[config.mk]
export PLATFORM = sky130hd
export DESIGN_NAME = serial_in_parallel_out
export DESIGN_NICKNAME = d
export VERILOG_FILES = /design/src/rtl/sipo_pkg.sv /design/src/rtl/sipo_hold_reg.sv /design/src/rtl/serial_in_parallel_out.sv
export SDC_FILE = /design/constraint.sdc
export NUM_CORES = 1
export LEC_CHECK = 0
export ABC_AREA = 1
export CAP_MARGIN = 20
export CORE_AREA = 2 2 39 41
export CTS_BUF_LIST = sky130_fd_sc_hd__clkbuf_16
export DETAILED_ROUTE_END_ITERATION = 12
export DIE_AREA = 0 0 41 43
export PLACE_DENSITY = 0.83
export SETUP_SLACK_MARGIN = 0.1
export SLEW_MARGIN = 20
export SYNTH_ARGS = -nofsm -noshare
export SYNTH_HDL_FRONTEND = slang
export SYNTH_SLANG_ARGS = --single-unit
[constraint.sdc]
create_clock -name clk -period 3.1 [get_ports clk]
set_clock_uncertainty 0.05 [all_clocks]
set_input_delay 0.62 -clock clk [delete_from_list [all_inputs] [get_ports clk]]
set_output_delay 0.62 -clock clk [all_outputs]
set_load 0.02 [all_outputs]
[src/rtl/sipo_pkg.sv]
// Shared types and helpers for the serial-in/parallel-out receiver.
package sipo_pkg;

  typedef enum logic [1:0] {
    ST_IDLE  = 2'd0,
    ST_SHIFT = 2'd1,
    ST_PAR   = 2'd2
  } sipo_state_e;

  // Bit-counter width for a given word width (CNT_W = $clog2(WIDTH+1)).
  function automatic int sipo_cnt_w(input int width);
    return $clog2(width + 1);
  endfunction

endpackage

[src/rtl/sipo_hold_reg.sv]
// One-entry valid/ready holding register; reports a dropped load when full and not draining.
module sipo_hold_reg
  import sipo_pkg::*;
#(
  parameter int WIDTH = 4
) (
  input  logic             clk,
  input  logic             rst_n,
  input  logic             load_i,
  input  logic [WIDTH-1:0] data_i,
  input  logic             ready_i,
  output logic [WIDTH-1:0] data_o,
  output logic             valid_o,
  output logic             full_o,
  output logic             drop_o
);

  logic [WIDTH-1:0] data_q, data_d;
  logic             valid_q, valid_d;
  logic             accept;
  logic             load_ok;

  assign accept  = valid_q && ready_i;
  // A draining entry frees the slot in the same cycle a new word arrives.
  assign load_ok = load_i && (!valid_q || ready_i);
  assign drop_o  = load_i && valid_q && !ready_i;

  always_comb begin
    data_d  = data_q;
    valid_d = valid_q;
    if (load_ok) begin
      data_d  = data_i;
      valid_d = 1'b1;
    end else if (accept) begin
      valid_d = 1'b0;
    end
  end

  always_ff @(posedge clk or negedge rst_n) begin
    if (!rst_n) begin
      data_q  <= '0;
      valid_q <= 1'b0;
    end else begin
      data_q  <= data_d;
      valid_q <= valid_d;
    end
  end

  assign data_o  = data_q;
  assign valid_o = valid_q;
  assign full_o  = valid_q;

endmodule

[src/rtl/serial_in_parallel_out.sv]
// MSB-first framed serial receiver with valid/ready word output and error pulses.
// Optional even-parity bit per word when SIPO_PARITY_EN is defined.
module serial_in_parallel_out
  import sipo_pkg::*;
#(
  parameter int WIDTH = 4
) (
  input  logic             clk,
  input  logic             rst_n,
  input  logic             sin,
  input  logic             sin_valid,
  input  logic             sin_start,
  output logic [WIDTH-1:0] dout,
  output logic             dout_valid,
  input  logic             dout_ready,
  output logic             overrun,
`ifdef SIPO_PARITY_EN
  output logic             align_err,
  output logic             parity_err
`else
  output logic             align_err
`endif
);

  localparam int CNT_W = sipo_cnt_w(WIDTH);

  sipo_state_e      state_q, state_d;
  logic [CNT_W-1:0] cnt_q, cnt_d;
  logic [WIDTH-1:0] sh_q, sh_d;
  logic [WIDTH-1:0] sh_shift;
  logic [WIDTH-1:0] word_data;
  logic             word_done;
  logic             align_q, align_d;
  logic             perr_q, perr_d;
  logic             overrun_q;
  logic             drop;
  logic             hold_full;

  assign sh_shift = {sh_q[WIDTH-2:0], sin};

  always_comb begin
    state_d   = state_q;
    cnt_d     = cnt_q;
    sh_d      = sh_q;
    word_done = 1'b0;
    word_data = sh_shift;
    align_d   = 1'b0;
    perr_d    = 1'b0;
    if (sin_valid) begin
      if (sin_start) begin
        // A start marker always begins a fresh word; mid-word it also flags misalignment.
        align_d = (state_q != ST_IDLE);
        sh_d    = {{(WIDTH-1){1'b0}}, sin};
        cnt_d   = CNT_W'(1);
        state_d = ST_SHIFT;
      end else begin
        case (state_q)
          ST_SHIFT: begin
            sh_d = sh_shift;
            if (cnt_q == CNT_W'(WIDTH - 1)) begin
`ifdef SIPO_PARITY_EN
              cnt_d   = CNT_W'(WIDTH);
              state_d = ST_PAR;
`else
              cnt_d     = '0;
              word_done = 1'b1;
              state_d   = ST_IDLE;
`endif
            end else begin
              cnt_d = cnt_q + CNT_W'(1);
            end
          end
`ifdef SIPO_PARITY_EN
          ST_PAR: begin
            cnt_d     = '0;
            state_d   = ST_IDLE;
            word_data = sh_q;
            if ((^sh_q ^ sin) == 1'b0) begin
              word_done = 1'b1;
            end else begin
              perr_d = 1'b1;
            end
          end
`endif
          ST_IDLE: begin
            state_d = ST_IDLE;
          end
          default: begin
            cnt_d   = '0;
            state_d = ST_IDLE;
          end
        endcase
      end
    end
  end

  always_ff @(posedge clk or negedge rst_n) begin
    if (!rst_n) begin
      state_q   <= ST_IDLE;
      cnt_q     <= '0;
      sh_q      <= '0;
      align_q   <= 1'b0;
      perr_q    <= 1'b0;
      overrun_q <= 1'b0;
    end else begin
      state_q   <= state_d;
      cnt_q     <= cnt_d;
      sh_q      <= sh_d;
      align_q   <= align_d;
      perr_q    <= perr_d;
      overrun_q <= drop;
    end
  end

  sipo_hold_reg #(
    .WIDTH (WIDTH)
  ) u_hold (
    .clk     (clk),
    .rst_n   (rst_n),
    .load_i  (word_done),
    .data_i  (word_data),
    .ready_i (dout_ready),
    .data_o  (dout),
    .valid_o (dout_valid),
    .full_o  (hold_full),
    .drop_o  (drop)
  );

  assign overrun   = overrun_q;
  assign align_err = align_q;
`ifdef SIPO_PARITY_EN
  assign parity_err = perr_q;
`endif

  logic unused_ok;
  assign unused_ok = &{1'b0, hold_full, perr_q};

endmodule

### Word-level counts from Yosys, hierarchy flattened

Cells that the tools add are included.

| storage, ports and cells | value |
|---|---|
| register bits after elaboration | 15 |
| output and inout port bits | 7 |
| word-level logic and storage cells | 42 |

| operators by class | value |
|---|---|
| $add $sub $neg | 1 |
| equality and inequality tests | 4 |
| muxes and demuxes | 16 |
| reduce and logical (&&, ||, !) cells | 14 |

Operator list:

| kind | number |
|---|---|
| 3-bit two-way mux | 4 |
| 1-bit two-way mux | 8 |
| 2-bit two-way mux | 3 |
| 3-bit one-hot mux with 2 select lines | 1 |
| 2-bit AND reduction | 3 |
| 2-bit nonzero test | 3 |
| 1-bit logical AND | 4 |
| 3-bit by 1-bit adder with 3-bit output (second input constant) | 1 |
| 3-bit by 2-bit == test with 1-bit output (second input constant) | 1 |
| 3-bit inequality test (second input constant) | 1 |
| 2-bit by 1-bit == test with 1-bit output (second input constant) | 1 |
| 1-bit logical NOT | 2 |
| 2-bit logical NOT | 1 |
| 2-bit inequality test (second input constant) | 1 |
| 1-bit logical OR | 1 |

### Depth between registers and ports, before layout

Gate-level depths: netlist of the first run.

| depth | value |
|---|---|
| depth after elaboration | 7 |
| gate-level depth with buffers | 6 |

### Cells and area by module

Synthesis of the first run repeated with hierarchy kept, for this count alone.

| second synthesis, totals | value |
|---|---|
| cell total of the unflattened synthesis | 68 |
| area, all modules | 594.3 sq um |

By module, submodules not included:

| module | times used | cells each | area an instance (sq um) | seq. area each (sq um) |
|---|---|---|---|---|
| serial_in_parallel_out | 1 | 44 | 384.1 | 225.2 |
| sipo_hold_reg | 1 | 24 | 210.2 | 125.1 |

### Least setup slack after synthesis of the first run

Ideal clock, no wire load.

| timing | value |
|---|---|
| path kind | input to register |
| start | in sin_valid |
| end | reg u_hold.data_q[0], in the netlist u_hold.data_o[0] |
| arrival | 1.078 ns |
| setup slack | 1.854 ns |
| cell stages on the path | 5 |
| cells stage by stage | nand2_2 -> nor2_4 -> nand3_4 -> nand2_1 -> nand2_1 |

| between the ends | value |
|---|---|
| word-level cells in the longest chain between the ends | 2 |

Ends and longest elaborated chain:

| what | line | text |
|---|---|---|
| from (decl) | serial_in_parallel_out.sv:11 | `input logic sin_valid,` |
| 1-bit two-way mux | serial_in_parallel_out.sv:49 | `if (sin_valid) begin` |
| 1-bit logical AND | sipo_hold_reg.sv:25 | `assign load_ok = load_i && (!valid_q \|\| ready_i);` |
| to (signal assigned) | sipo_hold_reg.sv:44 | `data_q <= data_d;` |
| to (decl) | sipo_hold_reg.sv:18 | `logic [WIDTH-1:0] data_q, data_d;` |

Every way passes these cells.
A chain may end at the register's enable or synchronous reset.

### Worst setup path after layout of the first run

| timing | value |
|---|---|
| start | reg u_hold.data_q[0], in the netlist u_hold.data_o[0] |
| end | out dout[0] |

RTL lines:

| what | line | text |
|---|---|---|
| to (decl) | serial_in_parallel_out.sv:13 | `output logic [WIDTH-1:0] dout,` |

No word-level cell between the ends.

==> results of run 1 <==
==> synth_stat cells (4+ instances only) <==
cell,n,area share
inv_1,8,0.050
nand2_1,19,0.12
dfrtp_1,14,0.59
nand4_1,4,0.042
nand3_1,4,0.034
==> flip-flops by register name, indices dropped and copies added (netlist names) <==
name	flops
overrun	1
u_hold.full_o	1
state_q	1
cnt_q	3
align_err	1
u_hold.data_o	4
sh_q	3
==> power by group through the flow <==
stage | sequential [W] | combinational [W] | clock, W
after detailed placement | 0.000260 | 0.000198 | 0
final | 0.000257 | 0.000197 | 0.000237
after floorplan | 0.000282 | 0.0000954 | 0
after global placement | 0.000258 | 0.000193 | 0
after CTS | 0.000258 | 0.000200 | 0.000242
after global routing | 0.000263 | 0.000226 | 0.000251
==> worst min path at each step <==
| stage | start | endpoint | slack, ns | cells past startpoint |
|---|---|---|---|---|
| floorplan | rst_n | align_err | 0.27 | 0 |
| global placement | u_hold.data_o[2] | u_hold.data_o[2] | 0.42 | 2 |
| detailed placement | u_hold.data_o[1] | u_hold.data_o[1] | 0.42 | 2 |
| CTS | u_hold.data_o[1] | u_hold.data_o[1] | 0.43 | 2 |
| global route | u_hold.data_o[1] | u_hold.data_o[1] | 0.47 | 2 |
| finish | u_hold.data_o[1] | u_hold.data_o[1] | 0.43 | 2 |
==> metal layers <==
| metal | global-route usage | vias to the layer above | routed length, um |
|---|---|---|---|
| met1 | 0.226 | 208 | 485 |
| met2 | 0.241 | 15 | 534 |
| met4 | 0.140 | 0 | 47 |
| met5 | 0 | - | 0 |
| met3 | 0.0628 | 5 | 60 |
| li1 | - | 230 | - |
==> cell families after synthesis <==
family | after synthesis | share of synthesized area
buffers and inverters | 9 | 0.0566
flip-flops | 14 | 0.587
adder cells (fa/ha/maj) | 1 | 0.0210
AO/OA/AOI/OAI | 5 | 0.0482
AND/OR/NAND/NOR | 33 | 0.287
==> per-stage QoR <==
stage,hold WS [ns],util,instance area (um2),setup slack [ns],instances
after floorplan,0.274,-,597,1.85,62
after global placement,0.416,0.533,737,1.26,90
after detailed placement,0.419,0.533,737,1.23,90
after CTS,0.428,0.587,812,1.20,93
after global routing,0.466,0.587,812,1.19,93
final,0.430,0.587,812,1.21,93
==> layout make-up <==
type                            instances  area share
Sequential cell                        14       0.431
Multi-Input combinational cell         39       0.262
Tap cell                               16      0.0247
Inverter                                9      0.0416
Timing Repair Buffer                   12       0.148
Clock buffer                            3      0.0924
==> impl_metrics.ini, run 1 <==
[worst_setup_path]
worstReg2RegStart = cnt_q[0]
cp_top_family = buffers and inverters
r2r_slack_ns = 1.82
end_kind = output pin
worstSetupPathDepth = 1
worstRegToRegCells = 6
cp-endpoint = dout[0]
cp_max_fo = 2
path_cells = clkdlybuf4s50_1
cp_slowest_cell = clkdlybuf4s50_1
r2r-end = u_hold.data_o[0]
cp.buffers_inverters = 1
crit_type = flip-flop to output pin
max_stage_delay_ns = 0.63
startpoint_type = flip-flop
crit_start = u_hold.data_o[0]
cp.arrival_ns = 1.22
required_ns = 2.43

[synthesis]
yosys_warnings = 0
synth_fp_nets = 69
async_reset_ff_frac = 1.00
syn_area_um2 = 597
ys_seq_area_frac = 0.587
synth_edf_count = 0
yosys.cell_types.count = 18
syn_avg_cell_area_um2 = 9.63
ys_ff_latch = 14
synth_flop_cell = dfrtp_1
syn_inst = 62

[pwr]
netSwitchingFraction = 0.307
ir_worst_vdd_mv = 0.436
total_power_w = 0.000691
seq_power_share = 0.372
power_density_mw_per_mm2 = 851
p_sw_w = 0.000212
clkPwrFrac = 0.342
power_frac_comb = 0.285
p_leak_nw = 0.393
p_int_w = 0.000479

[floorplanning]
die_width_um = 41
die-area_mm2 = 0.00176
core-area_mm2 = 0.00138
num_io_pins = 13
start_util = 0.431
die_h_um = 43
rows = 14

[route]
viasPerCell = 4.92
routed_wl_mm = 1.13
drt_iter0_drc = 8
antenna_left = 0
vias = 458
drc = 0
wire_per_inst_um = 12.1
drt_first_pass_iters = 4

[finish]
fin_nets = 86
multi_input_area_um2 = 213
nFillCells = 107
antennaDiodeCount = 0
layout_common_cells = nand2_1, dfrtp_1, clkdlybuf4s50_1
drive_above_1_share = 0.117
seq_area_um2 = 350
syn2layout_area_growth_pct = 36.1
mostFrequentLayoutCell = nand2_1

[job]
maxCapViolCount = 0

[timing]
slew_headroom = 0.616
tns_ns = 0
grt_setup_unrepaired = no
maxSlewViolCount = 0
worst_pin_slew_ns = 0.574
finalHoldViolCount = 0
timing.fmax_mhz = 528
post-route-period-util = 0.611
setup_viol = 0
fin_crit_ns = 1.89

[global_routing]
grt_overflow_total = 0
grt_pass1_wl_mm = 1.95
grt_max_degree = 15
grt_pass1_vias = 448
grt_use_total = 0.180
antenna_found_initial = 0

[cts]
clk_latency_ns = 0.24
htree_levels = 1
post_cts_buffers = 0
cts_hold_buffers = 0
cts_buffers = 3
cts_root_buf = clkbuf_16
cts.sinks = 14
clk_pin_slew_ns = 0.04
clock_path_buffers = 2
ctsResizeCount = 0
cts_tree = done

[place]
port_buffers = 12
gp_congestion = 0.719
dp_hpwl_um = 845

[outcome]
status = completed

[worst_hold_path]
min_path_type = flip-flop to flip-flop
No activity file was read; power rests on OpenSTA's default activity.
==> run 2: changes to the inputs <==
--- a/config.mk
+++ b/config.mk
@@ -7,11 +7,10 @@
 export LEC_CHECK = 0
 export ABC_AREA = 1
 export CAP_MARGIN = 20
-export CORE_AREA = 2 2 39 41
+export CORE_UTILIZATION = 46
 export CTS_BUF_LIST = sky130_fd_sc_hd__clkbuf_16
 export DETAILED_ROUTE_END_ITERATION = 12
-export DIE_AREA = 0 0 41 43
-export PLACE_DENSITY = 0.83
+export PLACE_DENSITY = 0.85
 export SETUP_SLACK_MARGIN = 0.1
 export SLEW_MARGIN = 20
 export SYNTH_ARGS = -nofsm -noshare
==> constraint.sdc (replaced) <==
create_clock -name clk -period 1.8 [get_ports clk]
set_clock_uncertainty 0.05 [all_clocks]
set_input_delay 0.36 -clock clk [delete_from_list [all_inputs] [get_ports clk]]
set_output_delay 0.36 -clock clk [all_outputs]
set_load 0.02 [all_outputs]
==> run 2 against run 1 <==
Effect of this change: clock power rose by 70%; sequential share of layout area fell by 0.26 points; hold slack got worse by 0.090 ns; worst setup slack got worse by 1.0 ns; critical path depth did not move; cell count fell by 1.1%; die area fell by 18%; register-to-register slack got worse by 1.3 ns; flip-flop and latch count did not move; combinational power rose by 75%; largest cell class unchanged.
==> impl_metrics.ini, run 2 (synthesized netlist as in run 1, its figures left out) <==
[timing]
timing.fmax_mhz = 622
whs_ns = 0.340
slew_headroom = 0.773
worst_pin_slew_ns = 0.340
post-route-period-util = 0.893
fin_crit_ns = 1.61
grt_setup_unrepaired = no
finalHoldViolCount = 0
setup_viol = 0
tns_ns = 0
maxSlewViolCount = 0

[outcome]
status = completed

[cts]
cts_tree = done
cts_root_buf = clkbuf_16
clk_latency_ns = 0.24
cts_hold_buffers = 0
ctsResizeCount = 0
cts_buffers = 3
clock_path_buffers = 2
cts.sinks = 14
post_cts_buffers = 0
clk_pin_slew_ns = 0.04
htree_levels = 1

[pwr]
ir_worst_vdd_mv = 0.915
p_leak_nw = 0.398
power_density_mw_per_mm2 = 1460

[worst_setup_path]
cp_max_fo = 2
max_stage_delay_ns = 0.61
cp_top_family = buffers and inverters
end_kind = output pin
crit_type = flip-flop to output pin
cp.buffers_inverters = 1
required_ns = 1.39
startpoint_type = flip-flop
r2r_slack_ns = 0.50
path_cells = clkdlybuf4s50_1
cp.arrival_ns = 1.20
cp_slowest_cell = clkdlybuf4s50_1

[global_routing]
grt_overflow_total = 0
grt_pass1_wl_mm = 1.78
grt_max_degree = 9
use_met2 = 0.309
antenna_found_initial = 0
use_met1 = 0.221
grt_pass1_vias = 439
grt_use_total = 0.201
grt.busiest_layer = met2
use_met3 = 0.0872

[floorplanning]
start_util = 0.516
die-area_mm2 = 0.00145
rows = 12
die_h_um = 38.0
die_width_um = 38.0
num_io_pins = 13
core-area_mm2 = 0.00116

[worst_hold_path]
min_path_type = primary input to async pin

[finish]
nFillCells = 87
drive_above_1_share = 0.128
mostFrequentLayoutCell = nand2_1
largest_register_ffs = 4
antennaDiodeCount = 0
layout_common_cells = nand2_1, dfrtp_1, clkdlybuf4s50_1
syn2layout_area_growth_pct = 36.9
fin_nets = 87

[route]
drc = 0
routed_wl_mm = 1.18
drt_iter0_drc = 14
drt_first_pass_iters = 5
antenna_left = 0
vias = 478
wire_per_inst_um = 12.8
viasPerCell = 5.20

[job]
maxCapViolCount = 0

[place]
dp_hpwl_um = 850
gp_congestion = 0.828
port_buffers = 12
==> run 2: path summary, 6_finish.rpt <==
check,from,endpoint,depth (start not counted)
max,u_hold.data_o[0],dout[0],1
min,rst_n,u_hold.full_o,1
max reg2reg,cnt_q[1],u_hold.data_o[3],6
min reg2reg,u_hold.data_o[1],u_hold.data_o[1],2
max in group asynchronous,rst_n,sh_q[1],2
min in group clk,u_hold.data_o[1],u_hold.data_o[1],2
==> run 2: power by group <==
group          internal [W]  total, W  switching, W
clock network      0.000289  0.000403      0.000114
registers          0.000398  0.000444     0.0000459
logic              0.000140  0.000345      0.000205
total              0.000827   0.00119      0.000365
==> run 2: layout make-up <==
class	count	area, um2	share of cell area
clock buffers	3	75.1	0.0919
inverters	9	33.8	0.0413
multi-input cells	39	213	0.260
flip-flops and latches	14	350	0.429
well taps	14	17.5	0.0214
repair buffers	13	128	0.156
==> run 2: layer usage <==
layer / share of wire / vias up
met1: 0.44 / 224
met3: 0.049 / 4
met4: 0.020 / 0
met2: 0.49 / 13
li1: - / 237
met5: 0 / -
==> run 2: through the flow <==
| stage | instances | cell area, um2 | util | power (W) | setup WS (ns) |
|---|---|---|---|---|---|
| final | 92 | 817 | 0.707 | 0.00119 | 0.193 |
| after global placement | 89 | 742 | 0.642 | 0.000779 | 0.230 |
| after global routing | 92 | 817 | 0.707 | 0.00126 | 0.151 |
| after detailed placement | 89 | 742 | 0.642 | 0.000787 | 0.187 |
| after floorplan | 62 | 597 | - | 0.000650 | 0.664 |
| after CTS | 92 | 817 | 0.707 | 0.00120 | 0.183 |
